`src/rtl/program_sequencer.sv`:
```
// Fetch stage for the 8-bit CPU: a writable program store, stepped by a PC once started.
// Each cycle it presents one decoded (a, b, alu_sel) under a valid/stall handshake and stops on a halt word.
module program_sequencer #(
    parameter int unsigned DEPTH = 16,
    parameter int unsigned AW    = 4
) (
    input  logic          clk,
    input  logic          rst,
    input  logic          load_en,
    input  logic [AW-1:0] load_addr,
    input  logic [19:0]   load_data,
    input  logic          start,
    input  logic          stall,
    output logic [7:0]    a,
    output logic [7:0]    b,
    output logic [2:0]    alu_sel,
    output logic          valid,
    output logic [AW-1:0] pc,
    output logic          busy,
    output logic          halted
);

    typedef struct packed {
        logic       halt;
        logic [2:0] alu_sel;
        logic [7:0] a;
        logic [7:0] b;
    } instr_t;

    typedef enum logic [1:0] {
        IDLE = 2'd0,
        RUN  = 2'd1,
        HALT = 2'd2
    } state_e;

    state_e        state_q, state_d;
    logic [AW-1:0] pc_q, pc_d;
    logic [7:0]    a_q, a_d;
    logic [7:0]    b_q, b_d;
    logic [2:0]    sel_q, sel_d;
    logic          valid_q, valid_d;
    logic          busy_q, busy_d;
    logic          halted_q, halted_d;

    instr_t        mem_q [DEPTH];
    instr_t        word_c;
    logic          slot_free_c;

    assign word_c      = mem_q[pc_q];
    assign slot_free_c = !valid_q || !stall;

    // Program store: not reset; writes are locked out while running or in reset.
    always_ff @(posedge clk) begin
        if (!rst && load_en && (state_q != RUN)) begin
            mem_q[load_addr] <= instr_t'(load_data);
        end
    end

    always_ff @(posedge clk) begin
        if (rst) begin
            state_q  <= IDLE;
            pc_q     <= '0;
            a_q      <= '0;
            b_q      <= '0;
            sel_q    <= '0;
            valid_q  <= 1'b0;
            busy_q   <= 1'b0;
            halted_q <= 1'b0;
        end else begin
            state_q  <= state_d;
            pc_q     <= pc_d;
            a_q      <= a_d;
            b_q      <= b_d;
            sel_q    <= sel_d;
            valid_q  <= valid_d;
            busy_q   <= busy_d;
            halted_q <= halted_d;
        end
    end

    always_comb begin
        state_d = state_q;
        pc_d    = pc_q;
        a_d     = a_q;
        b_d     = b_q;
        sel_d   = sel_q;
        valid_d = valid_q;

        case (state_q)
            IDLE, HALT: begin
                if (start) begin
                    state_d = RUN;
                    pc_d    = '0;
                    valid_d = 1'b0;
                end
            end
            RUN: begin
                // A halt word retires the current output but leaves the operand bus as-is.
                if (slot_free_c) begin
                    if (word_c.halt) begin
                        state_d = HALT;
                        valid_d = 1'b0;
                    end else begin
                        a_d     = word_c.a;
                        b_d     = word_c.b;
                        sel_d   = word_c.alu_sel;
                        valid_d = 1'b1;
                        pc_d    = pc_q + AW'(1);
                    end
                end
            end
            default: begin
                state_d = IDLE;
                valid_d = 1'b0;
            end
        endcase

        busy_d   = (state_d == RUN);
        halted_d = (state_d == HALT);
    end

    assign a       = a_q;
    assign b       = b_q;
    assign alu_sel = sel_q;
    assign valid   = valid_q;
    assign pc      = pc_q;
    assign busy    = busy_q;
    assign halted  = halted_q;

endmodule

```
`config.mk`:
```
export PLATFORM = sky130hd
export DESIGN_NAME = program_sequencer
export DESIGN_NICKNAME = d
export VERILOG_FILES = /design/src/rtl/program_sequencer.sv
export SDC_FILE = /design/constraint.sdc
export NUM_CORES = 1
export LEC_CHECK = 0
export CAP_MARGIN = 15
export CORE_ASPECT_RATIO = 1.5
export CORE_MARGIN = 2
export CORE_UTILIZATION = 38
export CTS_CLUSTER_DIAMETER = 60
export DETAILED_ROUTE_END_ITERATION = 10
export PLACE_DENSITY_LB_ADDON = 0.05
export SYNTH_ARGS = -nofsm -noshare
export SYNTH_HDL_FRONTEND = slang
export SYNTH_SLANG_ARGS = --single-unit
```
`constraint.sdc`:
```
create_clock -name clk -period 3.04 [get_ports clk]
set_input_delay 0.608 -clock clk [delete_from_list [all_inputs] [get_ports clk]]
set_output_delay 0.608 -clock clk [all_outputs]
set_load 0.005 [all_outputs]
```
# Word level (Yosys, flattened, before mapping)
# Memories as Yosys holds them, arrays and structs flattened. A register that Yosys moved wholly into a read port is not among the register bits.
# Cells that the tools add are included.
# classes
add_sub_neg	1
mul	0
n_div	0
order_cmp	0
eq_ne	8
shift	0
muxes	16
bitwise_logic	1
reduce_logical	12
# ops
cell	n
$mux 4	5
$pmux 4 s2	1
$mux 2	3
$ne 2x2->1 const B	3
$mux 1	5
$add 4x1->4 const B	1
$eq 2x1->1 const B	2
$eq 2x2->1 const B	2
$pmux 2 s2	1
$reduce_and 4->1	1
$logic_not 1->1	3
$reduce_and 3->1	1
$logic_and 1x1->1	2
$logic_not 2->1	1
$ne 2x1->1 const B	1
$pmux 1 s2	1
$reduce_and 2->1	1
$reduce_bool 2->1	1
$reduce_or 2->1	1
$logic_or 1x1->1	1
$not 1->1	1
# totals
register_bits	28
latch_bits	0
ramBits	320
rom_bits	0
inputBits	29
output_inout_bits	26
memories	1
# mem_list
memory	words	width	rd	rd_ports_with_merged_regs	write_ports	line	rtl
mem_q	16	20	1	1	1	45	instr_t mem_q [DEPTH];

# Longest topological paths before layout
# Gate-level depths: netlist (run 1).
# logic_depth
depth_word	6
depth_mapped	7
mapped_depth_nobuf	5

# Least setup slack after synthesis (run 1)
# OpenSTA, ideal clock, no wires.
# synth_path
kind	input to register
startpoint	input port rst
endpoint	memory mem_q[0][0] (netlist name), enable pin
t_arrival_ns	2.621
required_time_ns	2.618
slack_ns	-0.003
cell_stages	4
path_buffers	0
cell_sequence	inv_1 -> nand3_1 -> or3_1 -> nor3_1
# synth_between
elab_chain_len	5
# synth_lines
item	line	rtl
from (decl)	8	input logic rst,
$logic_not 1->1	54	if (!rst && load_en && (state_q != RUN)) begin
$logic_and 1x1->1 (2 in series)	54	
$mux 1	54	
$mux 1 (not written as such)	55	mem_q[load_addr] <= instr_t'(load_data);
to (decl)	45	
# No other way between the ends.

==> results of run 1 <==
[kinds of logic (layout without fill, tap and decap cells)]
family | Yosys count | after routing | synth area share (%)
muxes | 84 | 84 | 13.63
other | 0 | 1 | 0
and+or+nand+nor | 77 | 77 | 2.628
AOI/OAI and AO/OA | 75 | 75 | 5.302
adders and majority gates | 1 | 1 | 0.09383
DFF | 352 | 352 | 76.88
buffers and inverters | 35 | 171 | 1.473
[per-layer routing]
layer | track usage [%] | vias up
met5 | 0 | -
met4 | 4.673 | 0
met3 | 2.635 | 41
met2 | 29.88 | 165
met1 | 25.49 | 3515
li1 | - | 2848
[cell type report]
class	count	area, µm²	area share, %
timing repair buffer	102	1001	6.232
sequential	352	10260	63.87
clock inverter	18	216.5	1.348
antenna	1	2.502	0.01558
tap	473	591.8	3.685
multi-input combinational	237	2950	18.37
clock buffer	49	1033	6.435
inverter	2	7.507	0.04674
[layout by cell type, fill, tap and decap left out, types with 19 or more instances in the layout]
| cell | instances |
|---|---|
| a221oi_1 | 19 |
| a22o_1 | 19 |
| buf_4 | 40 |
| clkbuf_16 | 39 |
| clkdlybuf4s50_1 | 54 |
| dfxtp_1 | 30 |
| edfxtp_1 | 320 |
| mux4_2 | 78 |
| nand2_1 | 30 |
| o22ai_2 | 20 |
[synth_stat cells]
library cell / n
mux4_2: 78
nand3b_1: 1
and2_1: 1
nand2_1: 30
a31o_1: 1
nand2b_1: 5
a22o_1: 19
o21ai_0: 1
a311oi_1: 1
a22oi_1: 1
inv_1: 2
a32oi_1: 1
nand4_1: 1
a31oi_1: 2
buf_2: 10
or2_2: 1
nor2_1: 21
or3_1: 3
edfxtp_1: 320
nor2b_1: 5
buf_4: 4
a21oi_1: 6
a221oi_1: 19
mux2i_1: 6
nor3_1: 5
o22ai_2: 20
clkbuf_1: 13
o21ai_2: 1
nand3_1: 3
dfxtp_1: 32
buf_6: 5
a31o_2: 1
buf_1: 1
ha_1: 1
o22a_2: 1
a311oi_2: 1
nor2_4: 1
[stage by stage]
| step | cell area, µm² | power, mW |
|---|---|---|
| after floorplan | 13340 | 5.586 |
| after global placement | 14810 | 5.783 |
| after detailed placement | 14810 | 5.791 |
| after CTS | 16060 | 10.46 |
| after global routing | 16060 | 10.64 |
| final | 16060 | 10.32 |
[registers in the layout, summed over array words and instances, names as in the netlist, named ones only]
| signal | flops |
|---|---|
| state_q | 2 |
| a | 8 |
| valid | 1 |
| b | 8 |
| halted | 1 |
| mem_q | 320 |
| busy | 1 |
| alu_sel | 3 |
| pc | 4 |
[power breakdown]
part           internal (mW)  total, mW  switching (mW)
Combinational          0.145      0.337           0.193
Clock                   2.82       4.64            1.82
Sequential              5.32       5.34          0.0234
[worst reg2reg max path, cell delays in order (launching register included)]
cell	delay [ns]
dfxtp_4	0.61
buf_4	0.32
nor2_1	0.07
a22oi_1	0.42
a311oi_2	0.23
or2_2	0.43
buf_12	0.20
o22ai_2	0.12
[path summary, 6_finish.rpt]
check             startpoint  endpoint  depth (start not counted)
hold / removal          b[6]      b[6]                          2
hold reg to reg         b[6]      b[6]                          2
setup / recovery        flop      flop                          7
setup reg to reg        flop      flop                          7
==> flow_metrics.env, run 1 <==
export IMPL_status="finished, final reports clean"
export IMPL_grt_max_degree=26
export IMPL_coreArea_um2=34790
export IMPL_fillers=2945
export IMPL_ys_top_cells_by_area="edfxtp_1 (72%), mux4_2 (13%), dfxtp_1 (4.8%), o22ai_2 (1.9%), a221oi_1 (1.2%)"
export IMPL_yosys_area_top_type_share_pct=72.07
export IMPL_first_pass_iters=5
export IMPL_num_rows=84
export IMPL_min_period_ns=2.497
export IMPL_cts_tree="yes"
export IMPL_finalSetupViolations=0
export IMPL_post_drt_wl_per_cell_um=25.94
export IMPL_remaining_drc_errors=0
export IMPL_cts_resized=0
export IMPL_place_ws_ns=0.2695
export IMPL_met1Wirelength_um=13960
export IMPL_grt_antenna_before_repair=1
export IMPL_route_antenna_remaining_nets=0
export IMPL_cp_cell_sequence="buf_4 -> nor2_1 -> a22oi_1 -> a311oi_2 -> or2_2 -> buf_12 -> o22ai_2"
export IMPL_grt_pass1_vias=6897
export IMPL_drt_wl_total_um=32000
export IMPL_r2r_slack_ns=0.54
export IMPL_htree_levels=2
export IMPL_port_buffers=54
export IMPL_nNetsFinal=762
export IMPL_drv_slew=0
export IMPL_dpl_cell_count=1166
export IMPL_worst_ir_drop_vdd_v=0.0003540
export IMPL_synth_seq_cells=352
export IMPL_critical_path_class="flop to flop"
export IMPL_finalCritPeriodShare_pct=82.14
export IMPL_fmax_mhz=400.5
export IMPL_ys_seq_area_share_pct=76.88
export IMPL_worst_endpoint_required_ns=3.47
export IMPL_crit_family="compound AO/OA/AOI/OAI gates"
export IMPL_whs_ns=0.4818
export IMPL_totalNegativeSetupSlack_ns=0
export IMPL_hold_violations=0
export IMPL_top_layer="met4"
export IMPL_synth_area_um2=13330
export IMPL_cts_path_max_buffers=3
export IMPL_synth_distinct_cells=37
export IMPL_hold_class="flop to flop"
export IMPL_fin_ws_ns=0.5428
export IMPL_fp_dieArea_um2=36630
export IMPL_clk_pin_slew_ns=0.06
export IMPL_cp_end_kind="flop"
export IMPL_dp_hpwl_um=20540
export IMPL_path_buf_inv=2
export IMPL_p_leak_nw=4.953
export IMPL_slew_headroom_pct=50.32
export IMPL_cp_slowest_stage_delay_ns=0.61
export IMPL_insertion_delay_ns=0.53
export IMPL_critPathLaunchType="flop"
export IMPL_skew_ns=0.01697
export IMPL_wl_met2_um=16160
export IMPL_wl_met3_um=1316
export IMPL_syn_avg_cell_area_um2=21.37
export IMPL_post_route_util_pct=46.17
export IMPL_initial_core_util_pct=38.33
export IMPL_yosys_warnings=0
export IMPL_ctsHoldBuffers=0
export IMPL_via_per_inst=5.323
export IMPL_tightest_slew_ns=0.7429
export IMPL_rsz0062_at_grt="no"
export IMPL_die_h_um=233.4
export IMPL_root_buffer="clkbuf_16"
export IMPL_clock_sinks=352
export IMPL_drt_iter0_drc=502
export IMPL_drive_above_1_share_pct=30.00
export IMPL_worstPathArrival_ns=2.93
export IMPL_drv_cap=0
export IMPL_grt_ovfl_total=0
export IMPL_cp_max_fo=25
export IMPL_syn_num_nets=654
export IMPL_worst_path_max_delay_cell="dfxtp_4"
export IMPL_area_delta_synth_final_pct=20.46
export IMPL_grt_pass1_wl_um=47400
export IMPL_num_vias=6569
export IMPL_die_w_um=156.9
export IMPL_cts_buffers=37
export IMPL_yosysTopAreaCell="edfxtp_1"
export IMPL_fin_cells=1234
export IMPL_grt_usage_pct=18.15
export IMPL_cts_setup_buffers=0
export IMPL_p_per_area_nw_per_um2=642.6
export IMPL_syn_inst=624
export IMPL_gp_congestion=0.7733
export IMPL_io_pins=55
Note: power is estimated with default switching activity, not from simulation.
==> inputs of run 2 (changes only) <==
Clock period 3.04 ns to 2 ns, I/O delays scaled along.
==> flow_metrics.env, run 2 (synthesis results as in run 1) <==
export IMPL_area_delta_synth_final_pct=28.89
export IMPL_violations="negative setup slack"
export IMPL_cts_buffers=36
export IMPL_grt_usage_pct=18.57
export IMPL_fp_dieArea_um2=36630
export IMPL_place_ws_ns=-0.4672
export IMPL_diodes=0
export IMPL_largest_register_ffs=320
export IMPL_status="finished, violations left"
export IMPL_fin_ws_ns=-0.09808
export IMPL_post_route_util_pct=49.40
export IMPL_grt_antenna_before_repair=0
export IMPL_hold_path_endpoint="alu_sel[0]"
export IMPL_p_per_area_nw_per_um2=908.2
export IMPL_finalSetupViolations=4
export IMPL_worst_ir_drop_vdd_v=0.0007888
export IMPL_hold_class="flop to flop"
export IMPL_io_pins=55
export IMPL_die_w_um=156.9
export IMPL_post_drt_wl_per_cell_um=25.86
export IMPL_drv_slew=0
export IMPL_cp_end_kind="flop"
export IMPL_reg2reg_to="alu_sel[1]"
export IMPL_clk_pin_slew_ns=0.06
export IMPL_nNetsFinal=828
export IMPL_route_antenna_remaining_nets=0
export IMPL_fmax_mhz=476.6
export IMPL_final_common_cell="edfxtp_1"
export IMPL_grt_max_degree=25
export IMPL_root_buffer="clkbuf_16"
export IMPL_grt_ovfl_total=0
export IMPL_fin_cells=1297
export IMPL_die_h_um=233.4
export IMPL_worst_endpoint_required_ns=2.41
export IMPL_min_period_ns=2.098
export IMPL_place_area_um2=15410
export IMPL_drv_cap=0
export IMPL_drive_above_1_share_pct=38.47
export IMPL_coreArea_um2=34790
export IMPL_clock_sinks=352
export IMPL_insertion_delay_ns=0.53
export IMPL_mostFrequentLayoutCells="edfxtp_1 (320), mux4_2 (78), buf_4 (69)"
export IMPL_rr_worst_depth=6
export IMPL_skew_ns=0.01425
export IMPL_dpl_cell_count=1208
export IMPL_hold_violations=0
export IMPL_tightest_slew_ns=0.8252
export IMPL_slew_headroom_pct=44.87
export IMPL_critical_path_class="flop to flop"
export IMPL_first_pass_iters=4
export IMPL_critPathLaunchType="flop"
export IMPL_num_rows=84
export IMPL_min_from="alu_sel[0]"
export IMPL_port_buffers=54
export IMPL_grt_pass1_wl_um=48350
export IMPL_worstPathArrival_ns=2.50
export IMPL_drt_iter0_drc=536
export IMPL_dp_hpwl_um=21320
export IMPL_largest_register="mem_q"
export IMPL_via_per_inst=5.249
export IMPL_finalCritPeriodShare_pct=104.9
export IMPL_whs_path_depth=2
export IMPL_rsz0062_at_grt="yes"
export IMPL_cts_tree="yes"
export IMPL_p_leak_nw=5.446
export IMPL_cts_path_max_buffers=3
export IMPL_cp_max_fo=13
export IMPL_htree_levels=2
export IMPL_gp_congestion=0.7981
export IMPL_drt_wl_total_um=33550
export IMPL_final_area_um2=17190
export IMPL_initial_core_util_pct=38.33
export IMPL_grt_pass1_vias=7297
export IMPL_r2r_slack_ns=-0.1
export IMPL_remaining_drc_errors=0
export IMPL_num_vias=6808
run 2: cell type report:
class,count,area (µm²)
sequential,352,10260
tap,473,591.8
clock buffer,51,1028
timing repair buffer,169,1922
clock inverter,13,177.7
fill,2878,17600
multi-input combinational,237,3197
inverter,2,7.507
run 2: power by group:
group / switching [mW] / leakage [nW] / total, mW / internal, mW
logic: 0.342 / 1.71 / 0.647 / 0.305
registers: 0.0267 / 3.14 / 8.11 / 8.08
clock network: 2.73 / 0.589 / 6.85 / 4.12
total: 3.10 / 5.45 / 15.6 / 12.5
run 2: repair_timing:
item	4_1_cts	5_1_grt
hold buffers	0	0
resized for setup	23	26
buffers inserted	12	9
pin swaps	2	18
gates cloned	0	4
setup endpoints to repair	25	82
run 2: critical path, stage by stage, from the launching register on:
cell	delay, ns
dfxtp_4	0.43
buf_12	0.18
mux4_2	0.55
a22o_4	0.30
a221oi_4	0.28
buf_4	0.18
o22ai_2	0.06
run 2: worst max-delay path by stage:
stage / endpoint / slack (ns) / cells after the start
floorplan: mem_q[1][0] / -0.29 / 4
global placement: alu_sel[1] / -0.47 / 6
detailed placement: alu_sel[1] / -0.47 / 6
CTS: a[0] / -0.1 / 7
global route: alu_sel[1] / -0.14 / 6
finish: alu_sel[1] / -0.1 / 6
run 2: metrics by stage:
step	power (mW)	hold slack, ns	TNS, ns
floorplan	8.494	0.4691	-21.81
global placement	8.849	0.4729	-85.95
detailed placement	8.859	0.4748	-87.91
CTS	15.79	0.4879	-0.4635
global route	16.14	0.5051	-1.127
finish	15.61	0.4823	-0.1790
run 2: per-layer routing:
layer | routed length [µm] | share of wire (%) | GRT usage, % | up-vias
met5 | 0 | 0 | 0 | -
met4 | 454 | 1.4 | 4.272 | 0
met3 | 1224 | 3.6 | 2.690 | 31
met2 | 18130 | 54 | 32.89 | 139
met1 | 13740 | 41 | 24.16 | 3658
li1 | - | - | - | 2980
==> inputs of run 3 (changes only) <==
Settings changed: DONT_BUFFER_PORTS from default to 1, PLACE_DENSITY from default to 0.51, PLACE_DENSITY_LB_ADDON 0.05 to default.
==> flow_metrics.env, run 3 (synthesis results as in run 1) <==
export IMPL_status="finished, final reports clean"
export IMPL_num_vias=6507
export IMPL_first_pass_iters=4
export IMPL_hold_class="input pin to flop"
export IMPL_htree_levels=2
export IMPL_p_per_area_nw_per_um2=940.1
export IMPL_p_leak_nw=4.956
export IMPL_cts_buffers=35
export IMPL_nNetsFinal=739
export IMPL_final_area_um2=16180
export IMPL_skew_ns=0.01044
export IMPL_critPathLaunchType="flop"
export IMPL_worst_endpoint_required_ns=2.40
export IMPL_worstPathArrival_ns=2.34
export IMPL_io_pins=55
export IMPL_r2r_slack_ns=0.06
export IMPL_min_from="rst"
export IMPL_insertion_delay_ns=0.52
export IMPL_route_antenna_remaining_nets=0
export IMPL_initial_core_util_pct=38.33
export IMPL_rr_worst_depth=5
export IMPL_gp_congestion=0.7427
export IMPL_area_delta_synth_final_pct=21.33
export IMPL_num_rows=84
export IMPL_final_common_cell="edfxtp_1"
export IMPL_grt_max_degree=53
export IMPL_finalSetupViolations=0
export IMPL_tightest_slew_ns=0.5495
export IMPL_whs_path_depth=2
export IMPL_largest_register="mem_q"
export IMPL_reg2reg_to="alu_sel[0]"
export IMPL_grt_ovfl_total=0
export IMPL_grt_pass1_vias=6837
export IMPL_dp_hpwl_um=17910
export IMPL_hold_violations=0
export IMPL_grt_usage_pct=17.66
export IMPL_fmax_mhz=516.5
export IMPL_drv_cap=0
export IMPL_root_buffer="clkbuf_16"
export IMPL_slew_headroom_pct=63.24
export IMPL_drt_wl_total_um=31740
export IMPL_whs_ns=0.08613
export IMPL_remaining_drc_errors=0
export IMPL_rsz0062_at_grt="yes"
export IMPL_min_period_ns=1.936
export IMPL_worst_ir_drop_vdd_v=0.0005050
export IMPL_via_per_inst=5.387
export IMPL_fillers=2873
export IMPL_die_h_um=233.4
export IMPL_port_buffers=0
export IMPL_cts_tree="yes"
export IMPL_cts_path_max_buffers=3
export IMPL_critical_path_class="flop to flop"
export IMPL_mostFrequentLayoutCells="edfxtp_1 (320), mux4_2 (78), clkbuf_16 (38)"
export IMPL_cp_max_fo=22
export IMPL_die_w_um=156.9
export IMPL_clk_pin_slew_ns=0.07
export IMPL_drv_slew=0
export IMPL_coreArea_um2=34790
export IMPL_grt_pass1_wl_um=45670
export IMPL_post_drt_wl_per_cell_um=26.27
export IMPL_clock_sinks=352
export IMPL_finalCritPeriodShare_pct=96.80
export IMPL_totalNegativeSetupSlack_ns=0
export IMPL_drt_iter0_drc=401
export IMPL_drive_above_1_share_pct=34.20
export IMPL_largest_register_ffs=320
export IMPL_place_area_um2=14540
export IMPL_cp_end_kind="flop"
export IMPL_fp_dieArea_um2=36630
export IMPL_grt_antenna_before_repair=2
run 3: cell types whose count changed in the layout (fill, tap and decap cells not counted), moves of 4 or more:
cell | before | now
dlygate4sd3_1 | 0 | 21
buf_12 | 33 | 27
clkinv_2 | 1 | 5
clkbuf_8 | 5 | 0
clkdlybuf4s50_1 | 54 | 0
buf_8 | 4 | 0
clkbuf_1 | 9 | 5
buf_6 | 6 | 2
a221oi_2 | 15 | 8
a221oi_1 | 0 | 8
buf_4 | 69 | 29
run 3: how the worst max path moves through the flow:
stage               from  depth (start not counted)          end
detailed placement  flop                          5         b[5]
global route        flop                          5   alu_sel[0]
CTS                 flop                          5         b[4]
global placement    flop                          5         b[5]
finish              flop                          5   alu_sel[0]
floorplan            rst                          4  mem_q[1][0]
run 3: area by class of cell:
cell class | instances | area, µm² | area share [%]
inverter | 2 | 7.507 | 0.04641
multi-input combinational | 237 | 3108 | 19.21
clock buffer | 42 | 944.7 | 5.840
sequential | 352 | 10260 | 63.44
tap | 473 | 591.8 | 3.658
clock inverter | 20 | 216.5 | 1.338
timing repair buffer | 81 | 1044 | 6.451
antenna | 1 | 2.502 | 0.01547
run 3: worst max-delay path, cell delays in order (launching register included):
cell      delay (ns)
dfxtp_4         0.40
buf_12          0.22
mux4_2          0.53
a22o_1          0.24
a221oi_1        0.30
o22ai_2         0.13
run 3: where the power goes:
part,switching (mW),internal [mW]
clock,2.71,3.91
combinational,0.274,0.207
sequential,0.0304,8.08
total,3.02,12.2
run 3: layer usage:
layer / wire length, µm / track usage (%)
met1: 11660 / 20.30
met2: 17540 / 32.63
met3: 1720 / 3.989
met4: 808 / 5.103
met5: 13 / 0
run 3: timing repair:
action                                 in CTS  in global routing
hold buffers                               21                  0
setup endpoints to repair                  21                 65
setup buffers                               5                  3
resized for setup                           6                 19
pin swaps                                   0                  2
endpoints found under the hold margin     323                  0
cloned                                      0                  1
run 3: through the flow:
| stage | setup WS, ns | instances | total power, mW | utilization, % |
|---|---|---|---|---|
| floorplan | -0.2877 | 624 | 8.494 | - |
| global placement | -0.06661 | 1115 | 8.612 | 41.80 |
| detailed placement | -0.1328 | 1115 | 8.621 | 41.80 |
| CTS | 0.0006219 | 1203 | 15.37 | 46.03 |
| global route | -0.01413 | 1208 | 15.66 | 46.50 |
| finish | 0.06407 | 1208 | 15.21 | 46.50 |
